`src/rtl/keypad_scanner_if.sv`:
```
// Keypad-side signal bundle for keypad_scanner: row sense in; column drive, key code and
// accept pulse out. The scanner uses the master modport; the keypad/consumer side uses slave.
interface keypad_scanner_if;
  logic [3:0] row;       // active-low rows from the keypad (asynchronous)
  logic [3:0] col;       // one-hot active-low column drive
  logic [3:0] value;     // code of the last accepted key
  logic       key_flag;  // single-cycle accept pulse

  modport master (
    input  row,
    output col,
    output value,
    output key_flag
  );

  modport slave (
    output row,
    input  col,
    input  value,
    input  key_flag
  );
endinterface

```
`src/rtl/keypad_scanner.sv`:
```
// 4x4 matrix-keypad scanner with press and release debounce.
// Rotates an active-low column drive, samples the synchronized rows at the end of each
// column slot, debounces a detected pattern and emits one key_flag pulse with the key code.
// Optional auto-repeat while held is built only when KEYPAD_REPEAT_EN is defined.
module keypad_scanner #(
  parameter int unsigned SCAN_DIV     = 1000,
  parameter int unsigned DEBOUNCE_CYC = 200000,
  parameter int unsigned REPEAT_DLY   = 5000000,
  parameter int unsigned REPEAT_PER   = 1000000
) (
  input logic              clk,
  input logic              rst,
  keypad_scanner_if.master kp
);

  localparam int unsigned MaxSd  = (SCAN_DIV > DEBOUNCE_CYC) ? SCAN_DIV : DEBOUNCE_CYC;
  localparam int unsigned MaxRp  = (REPEAT_DLY > REPEAT_PER) ? REPEAT_DLY : REPEAT_PER;
  localparam int unsigned MaxCyc = (MaxSd > MaxRp) ? MaxSd : MaxRp;
  localparam int unsigned CntW   = $clog2(MaxCyc) + 1;

  typedef logic [CntW-1:0] cnt_t;

  localparam cnt_t ScanLast = cnt_t'(SCAN_DIV - 1);
  localparam cnt_t DebLast  = cnt_t'(DEBOUNCE_CYC - 1);
`ifdef KEYPAD_REPEAT_EN
  localparam cnt_t DlyLast  = cnt_t'(REPEAT_DLY - 1);
  localparam cnt_t PerLast  = cnt_t'(REPEAT_PER - 1);
`endif

  typedef enum logic [1:0] {StScan, StDebPress, StHeld, StDebRel} state_e;

  // Saturating increment: counters never wrap.
  function automatic cnt_t sat_inc(input cnt_t c);
    return (c == '1) ? c : c + cnt_t'(1);
  endfunction

  // Lowest low row wins; column comes from the frozen one-hot drive.
  function automatic logic [3:0] key_code(input logic [3:0] col, input logic [3:0] pat);
    logic [1:0] r;
    logic [1:0] c;
    r = 2'd3;
    for (int i = 3; i >= 0; i--) begin
      if (!pat[i]) r = 2'(i);
    end
    c = 2'd0;
    for (int i = 0; i < 4; i++) begin
      if (!col[i]) c = 2'(i);
    end
    case ({r, c})
      4'd0:  return 4'h1;
      4'd1:  return 4'h2;
      4'd2:  return 4'h3;
      4'd3:  return 4'hA;
      4'd4:  return 4'h4;
      4'd5:  return 4'h5;
      4'd6:  return 4'h6;
      4'd7:  return 4'hB;
      4'd8:  return 4'h7;
      4'd9:  return 4'h8;
      4'd10: return 4'h9;
      4'd11: return 4'hC;
      4'd12: return 4'hE;
      4'd13: return 4'h0;
      4'd14: return 4'hF;
      4'd15: return 4'hD;
    endcase
  endfunction

  logic [3:0] row_s1_q, row_s2_q;
  state_e     state_q, state_d;
  logic [3:0] col_q, col_d;
  logic [3:0] pat_q, pat_d;
  logic [3:0] value_q, value_d;
  logic       flag_q, flag_d;
  cnt_t       scan_cnt_q, scan_cnt_d;
  cnt_t       deb_cnt_q, deb_cnt_d;
`ifdef KEYPAD_REPEAT_EN
  cnt_t       rep_cnt_q, rep_cnt_d;
  logic       rep_first_q, rep_first_d;
`endif

  logic [3:0] row;
  logic [3:0] col_rot;
  assign row     = row_s2_q;
  assign col_rot = {col_q[2:0], col_q[3]};

  // Two-stage synchronizer for the asynchronous row inputs.
  always_ff @(posedge clk) begin
    if (rst) begin
      row_s1_q <= 4'hF;
      row_s2_q <= 4'hF;
    end else begin
      row_s1_q <= kp.row;
      row_s2_q <= row_s1_q;
    end
  end

  // Next-state logic: scan, debounce press, hold (optional repeat), debounce release.
  always_comb begin
    state_d    = state_q;
    col_d      = col_q;
    pat_d      = pat_q;
    value_d    = value_q;
    flag_d     = 1'b0;
    scan_cnt_d = scan_cnt_q;
    deb_cnt_d  = deb_cnt_q;
`ifdef KEYPAD_REPEAT_EN
    rep_cnt_d   = rep_cnt_q;
    rep_first_d = rep_first_q;
`endif
    unique case (state_q)
      StScan: begin
        if (scan_cnt_q >= ScanLast) begin
          scan_cnt_d = '0;
          if (row != 4'hF) begin
            pat_d     = row;
            deb_cnt_d = '0;
            state_d   = StDebPress;
          end else begin
            col_d = col_rot;
          end
        end else begin
          scan_cnt_d = sat_inc(scan_cnt_q);
        end
      end
      StDebPress: begin
        if (row != pat_q) begin
          col_d      = col_rot;
          scan_cnt_d = '0;
          state_d    = StScan;
        end else if (deb_cnt_q >= DebLast) begin
          flag_d  = 1'b1;
          value_d = key_code(col_q, pat_q);
          state_d = StHeld;
`ifdef KEYPAD_REPEAT_EN
          rep_cnt_d   = '0;
          rep_first_d = 1'b1;
`endif
        end else begin
          deb_cnt_d = sat_inc(deb_cnt_q);
        end
      end
      StHeld: begin
        if (row == 4'hF) begin
          deb_cnt_d = '0;
          state_d   = StDebRel;
        end
`ifdef KEYPAD_REPEAT_EN
        // Only an unchanged pattern builds toward a repeat.
        else if (row != pat_q) begin
          rep_cnt_d = '0;
        end else if (rep_cnt_q >= (rep_first_q ? DlyLast : PerLast)) begin
          flag_d      = 1'b1;
          rep_cnt_d   = '0;
          rep_first_d = 1'b0;
        end else begin
          rep_cnt_d = sat_inc(rep_cnt_q);
        end
`endif
      end
      StDebRel: begin
        if (row != 4'hF) begin
          state_d = StHeld;
`ifdef KEYPAD_REPEAT_EN
          rep_cnt_d   = '0;
          rep_first_d = 1'b1;
`endif
        end else if (deb_cnt_q >= DebLast) begin
          col_d      = col_rot;
          scan_cnt_d = '0;
          state_d    = StScan;
        end else begin
          deb_cnt_d = sat_inc(deb_cnt_q);
        end
      end
      default: state_d = StScan;
    endcase
  end

  // State register with synchronous reset.
  always_ff @(posedge clk) begin
    if (rst) begin
      state_q    <= StScan;
      col_q      <= 4'b1110;
      pat_q      <= 4'hF;
      value_q    <= 4'h0;
      flag_q     <= 1'b0;
      scan_cnt_q <= '0;
      deb_cnt_q  <= '0;
`ifdef KEYPAD_REPEAT_EN
      rep_cnt_q   <= '0;
      rep_first_q <= 1'b1;
`endif
    end else begin
      state_q    <= state_d;
      col_q      <= col_d;
      pat_q      <= pat_d;
      value_q    <= value_d;
      flag_q     <= flag_d;
      scan_cnt_q <= scan_cnt_d;
      deb_cnt_q  <= deb_cnt_d;
`ifdef KEYPAD_REPEAT_EN
      rep_cnt_q   <= rep_cnt_d;
      rep_first_q <= rep_first_d;
`endif
    end
  end

  assign kp.col      = col_q;
  assign kp.value    = value_q;
  assign kp.key_flag = flag_q;

endmodule

```
`src/flat_wrapper.sv`:
```
// flat-port wrapper written by rule: the top's interface ports become plain ports
module keypad_scanner_flat 
#(
  parameter int unsigned SCAN_DIV     = 1000,
  parameter int unsigned DEBOUNCE_CYC = 200000,
  parameter int unsigned REPEAT_DLY   = 5000000,
  parameter int unsigned REPEAT_PER   = 1000000
)
  (clk, rst, kp_row, kp_col, kp_value, kp_key_flag);
  keypad_scanner_if kp_i ();
  input logic clk;
  input logic rst;
  input wire logic [$bits(kp_i.row)-1:0] kp_row;
  output wire logic [$bits(kp_i.col)-1:0] kp_col;
  output wire logic [$bits(kp_i.value)-1:0] kp_value;
  output wire logic [$bits(kp_i.key_flag)-1:0] kp_key_flag;
  assign kp_i.row = kp_row;
  assign kp_col = kp_i.col;
  assign kp_value = kp_i.value;
  assign kp_key_flag = kp_i.key_flag;
  keypad_scanner #(.SCAN_DIV(SCAN_DIV), .DEBOUNCE_CYC(DEBOUNCE_CYC), .REPEAT_DLY(REPEAT_DLY), .REPEAT_PER(REPEAT_PER)) u_core (.clk(clk), .rst(rst), .kp(kp_i));
endmodule
```
`config.mk`:
```
export PLATFORM = sky130hd
export DESIGN_NAME = keypad_scanner_flat
export DESIGN_NICKNAME = d
export VERILOG_FILES = /design/src/rtl/keypad_scanner_if.sv /design/src/rtl/keypad_scanner.sv /design/src/flat_wrapper.sv
export SDC_FILE = /design/constraint.sdc
export NUM_CORES = 1
export LEC_CHECK = 0
export CELL_PAD_IN_SITES_DETAIL_PLACEMENT = 0
export CELL_PAD_IN_SITES_GLOBAL_PLACEMENT = 1
export CORE_MARGIN = 2
export CORE_UTILIZATION = 45
export CTS_CLUSTER_SIZE = 12
export DETAILED_ROUTE_END_ITERATION = 10
export DONT_BUFFER_PORTS = 1
export PLACE_DENSITY = 0.81
export SLEW_MARGIN = 15
export SYNTH_ARGS = -nofsm -noshare
export SYNTH_HDL_FRONTEND = slang
export SYNTH_SLANG_ARGS = --single-unit
```
`constraint.sdc`:
```
create_clock -name clk -period 2.53 [get_ports clk]
set_clock_uncertainty 0.15 [all_clocks]
set_input_delay 0.1265 -clock clk [delete_from_list [all_inputs] [get_ports clk]]
set_output_delay 0.1265 -clock clk [all_outputs]
set_load 0.03 [all_outputs]
```
==> results of run 1 <==
repair_timing:
action                                  CTS  global route
endpoints found under the setup margin    0            21
endpoints found under the hold margin    40             0
gates resized for setup                   0             4
buffers inserted                          0             0
hold buffers                              6             0
worst max-delay path, delay by kind of cell (launching register included):
| kind | cells | cell delay (ns) |
|---|---|---|
| flops | 1 | 0.34 |
| fa+ha+maj | 1 | 0.25 |
| compound gates | 3 | 0.72 |
| simple gates | 3 | 0.89 |
registers in the layout, indices dropped and copies added (netlist names), 2 cells and up:
| register | cells |
|---|---|
| u_core.kp.col | 4 |
| u_core.deb_cnt_q | 24 |
| u_core.pat_q | 4 |
| u_core.kp.value | 4 |
| u_core.row_s1_q | 4 |
| u_core.state_q | 2 |
| u_core.row | 4 |
| u_core.scan_cnt_q | 24 |
logic make-up (layout without fill, tap and decap cells):
| logic type | count (synthesis) | after routing | synth area share [%] |
|---|---|---|---|
| flops | 71 | 71 | 42.3 |
| mux | 9 | 9 | 2.72 |
| xor+xnor | 4 | 4 | 1.04 |
| fa+ha+maj | 7 | 7 | 2.61 |
| compound gates | 88 | 88 | 19.8 |
| simple gates | 171 | 171 | 27.9 |
| buf+inv | 28 | 49 | 3.61 |
layer usage:
layer	global-route usage, %	up-vias	share of wire, %
met5	0	-	0
met4	6.15	0	1.0
met3	5.76	8	3.1
met2	28.7	29	47
met1	21.6	1282	49
li1	-	1422	-
cells in the mapped netlist (all sizes together) (2+ instances only):
library cell,n,area [sq um]
a31oi,5,31.3
nor3b,3,22.5
nor3,7,45.0
and4,3,26.3
nand2b,9,56.3
and3,14,87.6
a211o,9,78.8
nand2,25,96.4
dfxtp,71,1420
a21oi,11,55.1
or2,10,62.6
a41oi,6,52.6
inv,9,33.8
or3,3,18.8
nand4,4,25.0
and2,13,81.3
a21o,14,105
clkbuf,11,41.3
buf,8,46.3
nor4,10,90.1
nand3,27,135
mux2i,8,80.1
o21ai,10,50.0
o211a,2,20.0
o31ai,11,87.6
xor2,4,35.0
a311oi,8,76.3
nor2b,2,12.5
ha,7,87.6
nor2,36,135
through the flow:
stage	util [%]	instances	hold WS (ns)	worst slack (ns)	power, mW
floorplan	-	378	0.0803	0.301	1.20
global placement	48.8	476	0.0478	0.110	1.21
detailed placement	48.8	476	0.0502	0.0961	1.21
CTS	52.8	498	0.0192	0.0459	2.23
global route	53.1	498	0.0318	0.00164	2.28
finish	53.1	498	0.0366	0.0944	2.20
where the power goes:
part | switching, mW | total [mW] | internal [mW]
Sequential | 0.00698 | 1.13 | 1.13
Clock | 0.415 | 0.997 | 0.582
Combinational | 0.0360 | 0.0660 | 0.0300
layout make-up:
type,instances,area (sq um),area share [%]
timing repair buffer,24,205,5.32
clock inverter,5,81.3,2.11
inverter,9,33.8,0.877
sequential,71,1420,36.9
multi-input combinational,279,1850,47.9
tap,99,124,3.21
clock buffer,11,141,3.67
cells in the final DEF (no fill, tap or decap), types with 3 or more instances in the layout:
| cell type | instances |
|---|---|
| a21o_1 | 14 |
| a31oi_1 | 5 |
| nand3_1 | 27 |
| dlygate4sd3_1 | 5 |
| nand2b_1 | 8 |
| nor3b_1 | 3 |
| and4_1 | 3 |
| nor3_1 | 5 |
| inv_1 | 9 |
| dfxtp_1 | 71 |
| a41oi_1 | 5 |
| nand2_1 | 24 |
| a311oi_1 | 6 |
| ha_1 | 7 |
| o31ai_1 | 10 |
| and2_1 | 13 |
| buf_4 | 18 |
| o21ai_0 | 9 |
| nor4_1 | 7 |
| nand4_1 | 4 |
| a21oi_1 | 11 |
| xor2_1 | 4 |
| nor2_1 | 36 |
| or2_2 | 10 |
| a211o_1 | 9 |
| mux2i_1 | 8 |
| clkbuf_8 | 10 |
| and3_1 | 14 |
path summary, 6_finish.rpt:
path / end / startpoint / slack [ns] / cells after the start
hold reg to reg: u_core.row[2]$_SDFF_PP1_ / u_core.row_s1_q[2]$_SDFF_PP1_ / 0.26 / 1
hold / removal: u_core.deb_cnt_q[23]$_SDFFE_PP0P_ / rst / 0.04 / 3
setup reg to reg: u_core.scan_cnt_q[4]$_SDFFE_PP0P_ / u_core.scan_cnt_q[0]$_SDFFE_PP0P_ / 0.09 / 7
setup / recovery: u_core.scan_cnt_q[4]$_SDFFE_PP0P_ / u_core.scan_cnt_q[0]$_SDFFE_PP0P_ / 0.09 / 7
==> results.cfg, run 1 <==
[layout]
antenna_cells = 0
fin_nets = 407
fillCellCount = 685
drive_above_1_share_pct = 14.5
area_growth_pct = 14.7
design_area_sq_mm = 0.00385

[sta]
timing.final.crit_share_pct = 96.3
fmax_mhz = 411
fin_setup_tns_ns = 0
setup_viol = 0
slew_violations = 0
relSlewSlack_pct = 58.2
grt_setup_unrepaired = false
period_minus_slack_ns = 2.44
timing.final.hold_violations = 0
tightest_slew_ns = 0.621

[route]
routed_wl_mm = 6.80
via_count = 2741
antenna_left = 0
drcViolationCount = 0
wl_per_cell_um = 13.7
firstDrtPassIters = 4
drtIter0Drc = 147
via_per_inst = 5.50

[yosys]
ys_warn_count = 0
async_flop_share_pct = 0
synth_cell_types = 56
yosysSeqAreaShare_pct = 42.3
syn-cell-area_sq_mm = 0.00336
synth_seq_cells = 71
syn_area_per_cell_sq_um = 8.89
synthCells = 378
synth_edf_count = 0
synth_nets = 391
ys.flop_type = dfxtp_1

[placed_design]
numPortBuffers = 0
dpl.hpwl_mm = 4.64
placed_area_sq_mm = 0.00354
gp_congestion = 0.786

[power]
leakagePower_nw = 1.72
vdd_drop_max_uv = 326
powerDensity_mw_per_mm2 = 570

[clock_network]
htreeDepth = 3
numClockSinks = 71
clkTransAtPathRegs_ns = 0.07
cts_tree = done
clock_path_buffers = 2
numCtsBuffers = 9
insertion_delay_ns = 0.34
cts-root-buf = clkbuf_8

[global_routing]
grt_start_max_net_pins = 38
overflow = 0
grt_pass1_wl_mm = 11.7
grt_pass1_vias = 2601
antenna_found_initial = 0
track_usage_pct = 17.5

[worst_setup_path]
cpPeakStageDelay_ns = 0.39
crit_slowest_cell = or3_4
cp.required_ns = 2.63
cp-start-kind = flip-flop
cp_max_fo = 8
worstPathCellList = ha_1 -> a211oi_1 -> nor3_1 -> or3_4 -> or3_1 -> o21a_1 -> a311oi_2
crit_type = flip-flop to flip-flop
crit_path_end_kind = flip-flop
arrival_ns = 2.54

[flow_run]
maxCapViolations = 0

[floorplanning]
rows = 31
die_x_um = 90.4
die_area_sq_mm = 0.00817
ios = 15
start_util_pct = 46.3
die_h_um = 90.4
core_sq_mm = 0.00725

[hold_path]
min-delay-path-class = input pin to flip-flop

[run_status]
outcome = complete, no violations
Power figures use the tool's default switching activity.
==> run 2, diff against run 1 <==
--- a/config.mk
+++ b/config.mk
@@ -12,7 +12,7 @@
 export CTS_CLUSTER_SIZE = 12
 export DETAILED_ROUTE_END_ITERATION = 10
 export DONT_BUFFER_PORTS = 1
-export PLACE_DENSITY = 0.81
+export PLACE_DENSITY_LB_ADDON = 0.1
 export SLEW_MARGIN = 15
 export SYNTH_ARGS = -nofsm -noshare
 export SYNTH_HDL_FRONTEND = slang
==> results.cfg, run 2 (synthesized netlist as in run 1, its figures left out) <==
[run_status]
outcome = complete, no violations

[clock_network]
post_cts_buffers = 0
cts-root-buf = clkbuf_8
clock_path_buffers = 2
htreeDepth = 3
numClockSinks = 71
clkTransAtPathRegs_ns = 0.07
insertion_delay_ns = 0.34
numCtsBuffers = 9
cts_tree = done

[sta]
fmax_mhz = 419
setup_viol = 0
timing.final.crit_share_pct = 94.3
fin_setup_tns_ns = 0
whs_ns = 0.0350
tightest_slew_ns = 0.560
period_minus_slack_ns = 2.39
timing.final.hold_violations = 0
slew_violations = 0
relSlewSlack_pct = 62.5
fin_ws_ns = 0.144
grt_setup_unrepaired = false

[placed_design]
dpl.hpwl_mm = 4.69
pre_cts_slack_ns = 0.0840
gp_congestion = 0.766
numPortBuffers = 0

[global_routing]
antenna_found_initial = 0
track_usage_pct = 18.3
overflow = 0
grt_pass1_vias = 2655
grt_pass1_wl_mm = 12.3
grt_start_max_net_pins = 37

[layout]
area_growth_pct = 14.0
utilization_pct = 52.8
final_cell_mix = dfxtp_1 (71), nor2_1 (36), nand3_1 (27), nand2_1 (24), buf_4 (20)
drive_above_1_share_pct = 14.7
antenna_cells = 0
fin_nets = 409
final_common_cell = dfxtp_1
top_regs = u_core.deb_cnt_q: 24 flops, u_core.scan_cnt_q: 24 flops

[route]
drcViolationCount = 0
route.met2.wl_mm = 3.31
via_per_inst = 5.53
highest_layer = met4
wl_per_cell_um = 14.0
drtIter0Drc = 105
wl_met3_um = 181
firstDrtPassIters = 4
antenna_left = 0
routed_wl_mm = 7.00
met1Wirelength_mm = 3.42
via_count = 2765

[floorplanning]
ios = 15
die_area_sq_mm = 0.00817
die_x_um = 90.4
start_util_pct = 46.3
die_h_um = 90.4
core_sq_mm = 0.00725
rows = 31

[worst_setup_path]
reg2reg_slack_ns = 0.14
worstPathCellList = ha_1 -> a211oi_1 -> nor3_1 -> or3_4 -> or3_1 -> o21a_1 -> a311oi_2
crit_slowest_cell = or3_4
crit_type = flip-flop to flip-flop
crit_family = simple AND/OR/NAND/NOR gates
cpPeakStageDelay_ns = 0.40
rr_endpoint = u_core.scan_cnt_q[4]$_SDFFE_PP0P_
worst-path-buf-inv = 0
reg2regPathDepth = 7
cp_max_fo = 8
r2r-start = u_core.scan_cnt_q[0]$_SDFFE_PP0P_
arrival_ns = 2.49
cp-start-kind = flip-flop
cp.required_ns = 2.64
crit_path_end_kind = flip-flop

[power]
vdd_drop_max_uv = 277
total_power_mw = 2.02
powerDensity_mw_per_mm2 = 527
leakagePower_nw = 1.72

[hold_path]
hold_depth = 2
holdPathEnd = u_core.scan_cnt_q[13]$_SDFFE_PP0P_
min-delay-path-class = input pin to flip-flop
hold_start = rst

[flow_run]
maxCapViolations = 0
## run 2: layer usage
metal	global-route usage, %	up-vias
li1	-	1436
met1	23.0	1295
met2	30.6	27
met3	4.17	7
met4	6.92	0
met5	0	-
## run 2: how the worst max path moves through the flow
stage,startpoint,endpoint,slack [ns],cells after the start
global placement,u_core.scan_cnt_q[0]$_SDFFE_PP0P_,u_core.scan_cnt_q[4]$_SDFFE_PP0P_,0.09,7
finish,u_core.scan_cnt_q[0]$_SDFFE_PP0P_,u_core.scan_cnt_q[4]$_SDFFE_PP0P_,0.14,7
floorplan,u_core.scan_cnt_q[0]$_SDFFE_PP0P_,u_core.scan_cnt_q[4]$_SDFFE_PP0P_,0.30,8
detailed placement,u_core.deb_cnt_q[0]$_SDFFE_PP0P_,u_core.deb_cnt_q[15]$_SDFFE_PP0P_,0.08,7
global route,u_core.deb_cnt_q[12]$_SDFFE_PP0P_,u_core.deb_cnt_q[2]$_SDFFE_PP0P_,0.01,7
CTS,u_core.scan_cnt_q[0]$_SDFFE_PP0P_,u_core.scan_cnt_q[4]$_SDFFE_PP0P_,0.07,7
## run 2: area by class of cell
type | count | area, sq um
multi-input cells | 279 | 1850
clock inverters | 3 | 17.5
fillers | 701 | 3420
well taps | 99 | 124
repair buffers | 26 | 220
clock buffers | 13 | 159
flip-flops and latches | 71 | 1420
inverters | 9 | 33.8
## run 2: what timing repair did
action,in CTS,in global routing
hold endpoints to repair,39,0
endpoints found under the setup margin,0,31
gates resized for setup,0,5
hold buffers,6,0
## run 2: power breakdown
group | switching, mW | internal, mW
Combinational | 0.0374 | 0.0309
Clock | 0.408 | 0.407
Sequential | 0.00659 | 1.13
Total | 0.452 | 1.57
## run 2: metrics by stage
step / std cells / instance area, sq um
floorplan: 378 / 3360
global placement: 478 / 3550
detailed placement: 478 / 3550
CTS: 500 / 3800
global route: 500 / 3830
finish: 500 / 3830
==> run 3, diff against run 2 <==
--- a/config.mk
+++ b/config.mk
@@ -7,6 +7,7 @@
 export LEC_CHECK = 0
 export CELL_PAD_IN_SITES_DETAIL_PLACEMENT = 0
 export CELL_PAD_IN_SITES_GLOBAL_PLACEMENT = 1
+export CORE_ASPECT_RATIO = 1.25
 export CORE_MARGIN = 2
 export CORE_UTILIZATION = 45
 export CTS_CLUSTER_SIZE = 12
==> results.cfg, run 3 (synthesized netlist as in run 1, its figures left out) <==
[placed_design]
numPortBuffers = 0
gp_congestion = 0.745
dpl.hpwl_mm = 4.66
pre_cts_slack_ns = 0.122

[route]
via_per_inst = 5.48
via_count = 2708
drtIter0Drc = 115
drcViolationCount = 0
firstDrtPassIters = 4
wl_per_cell_um = 13.8
antenna_left = 0
routed_wl_mm = 6.83

[layout]
top_regs = u_core.deb_cnt_q: 24 flops, u_core.scan_cnt_q: 24 flops
antenna_cells = 0
multiInputGateArea_sq_mm = 0.00184
area_growth_pct = 13.8
drive_above_1_share_pct = 15.2
final_common_cell = dfxtp_1
seq_area_sq_mm = 0.00142
final_cell_mix = dfxtp_1 (71), nor2_1 (36), nand3_1 (27), nand2_1 (24), buf_4 (21)
fillCellCount = 672
fin_nets = 410

[sta]
tightest_slew_ns = 0.477
period_minus_slack_ns = 2.34
setup_viol = 0
fin_setup_tns_ns = 0
relSlewSlack_pct = 68.0
fmax_mhz = 428
slew_violations = 0
fin_ws_ns = 0.195
timing.final.hold_violations = 0
timing.final.crit_share_pct = 92.3
grt_setup_unrepaired = false
whs_ns = 0.0162

[worst_setup_path]
r2r-start = u_core.deb_cnt_q[0]$_SDFFE_PP0P_
cpPeakStageDelay_ns = 0.35
crit_slowest_cell = dfxtp_1
worstPathCellList = ha_1 -> and3_1 -> a311oi_2 -> nand2b_1 -> a41oi_2 -> buf_4 -> a41oi_1 -> nor2_1
crit_family = compound AO/OA/AOI/OAI gates
cp.required_ns = 2.63
arrival_ns = 2.44
crit_type = flip-flop to flip-flop
rr_endpoint = u_core.scan_cnt_q[9]$_SDFFE_PP0P_
reg2regPathDepth = 8
worst-path-buf-inv = 1
cp_max_fo = 13
reg2reg_slack_ns = 0.19
crit_path_end_kind = flip-flop
cp-start-kind = flip-flop

[global_routing]
grt_pass1_wl_mm = 11.6
grt_start_max_net_pins = 38
antenna_found_initial = 0
grt_pass1_vias = 2539
track_usage_pct = 18.2
overflow = 0

[hold_path]
min-delay-path-class = input pin to flip-flop
holdPathEnd = u_core.deb_cnt_q[1]$_SDFFE_PP0P_
hold_start = rst
hold_depth = 4

[floorplanning]
die_x_um = 81.3
rows = 35
start_util_pct = 45.9
die_h_um = 101
core_sq_mm = 0.00731
ios = 15
die_area_sq_mm = 0.00818

[clock_network]
post_cts_buffers = 0
clkTransAtPathRegs_ns = 0.09
htreeDepth = 3
clock_path_buffers = 2
insertion_delay_ns = 0.36
numClockSinks = 71
numCtsBuffers = 9
cts-root-buf = clkbuf_8
cts_tree = done

[power]
vdd_drop_max_uv = 275
leakagePower_nw = 1.73
powerDensity_mw_per_mm2 = 548

[run_status]
outcome = complete, no violations

[flow_run]
maxCapViolations = 0
[run 3: through the flow]
step | total power, mW | util [%] | cell area (sq um) | std cells
floorplan | 1.20 | - | 3360 | 378
global placement | 1.21 | 48.6 | 3550 | 472
detailed placement | 1.21 | 48.6 | 3550 | 472
CTS | 2.12 | 52.1 | 3810 | 494
global route | 2.19 | 52.3 | 3820 | 494
finish | 2.09 | 52.3 | 3820 | 494
[run 3: timing repair]
| action | in CTS | in global routing |
|---|---|---|
| endpoints found under the setup margin | 0 | 17 |
| hold buffers | 6 | 0 |
| gates resized for setup | 0 | 2 |
| endpoints found under the hold margin | 42 | 0 |
[run 3: cell type report]
type                            instances  share of cell area [%]
Clock buffer                            9                    3.24
Timing Repair Buffer                   27                    5.96
Inverter                                9                   0.884
Sequential cell                        71                    37.2
Clock inverter                          7                    1.73
Tap cell                               92                    3.01
Multi-Input combinational cell        279                    48.0
[run 3: report_power, final]
group / switching, mW / total, mW / internal, mW
Clock: 0.509 / 0.896 / 0.387
Combinational: 0.0354 / 0.0652 / 0.0298
Sequential: 0.00676 / 1.13 / 1.13
[run 3: worst register-to-register path: cells and delay by family, from the launching register on]
family | cells | cell delay [ns]
and+or+nand+nor | 3 | 0.51
DFF | 1 | 0.35
AOI/OAI and AO/OA | 3 | 0.73
adders and majority gates | 1 | 0.24
buffers and inverters | 1 | 0.24
[run 3: metal layers]
layer  up-vias  GRT usage, %  wire length [um]
met5         -             0                 0
met4         0          6.65                92
met3         7          5.11               141
met2        19          30.6              3360
met1      1257          21.9              3240
li1       1425             -                 -
[run 3: worst max-delay path by stage]
| stage | end | start | cells after the start |
|---|---|---|---|
| floorplan | u_core.scan_cnt_q[4]$_SDFFE_PP0P_ | u_core.scan_cnt_q[0]$_SDFFE_PP0P_ | 8 |
| global placement | u_core.deb_cnt_q[15]$_SDFFE_PP0P_ | u_core.deb_cnt_q[0]$_SDFFE_PP0P_ | 8 |
| detailed placement | u_core.deb_cnt_q[9]$_SDFFE_PP0P_ | u_core.deb_cnt_q[0]$_SDFFE_PP0P_ | 8 |
| CTS | u_core.deb_cnt_q[9]$_SDFFE_PP0P_ | u_core.deb_cnt_q[0]$_SDFFE_PP0P_ | 8 |
| global route | u_core.scan_cnt_q[3]$_SDFFE_PP0P_ | u_core.scan_cnt_q[0]$_SDFFE_PP0P_ | 7 |
| finish | u_core.scan_cnt_q[9]$_SDFFE_PP0P_ | u_core.deb_cnt_q[0]$_SDFFE_PP0P_ | 8 |
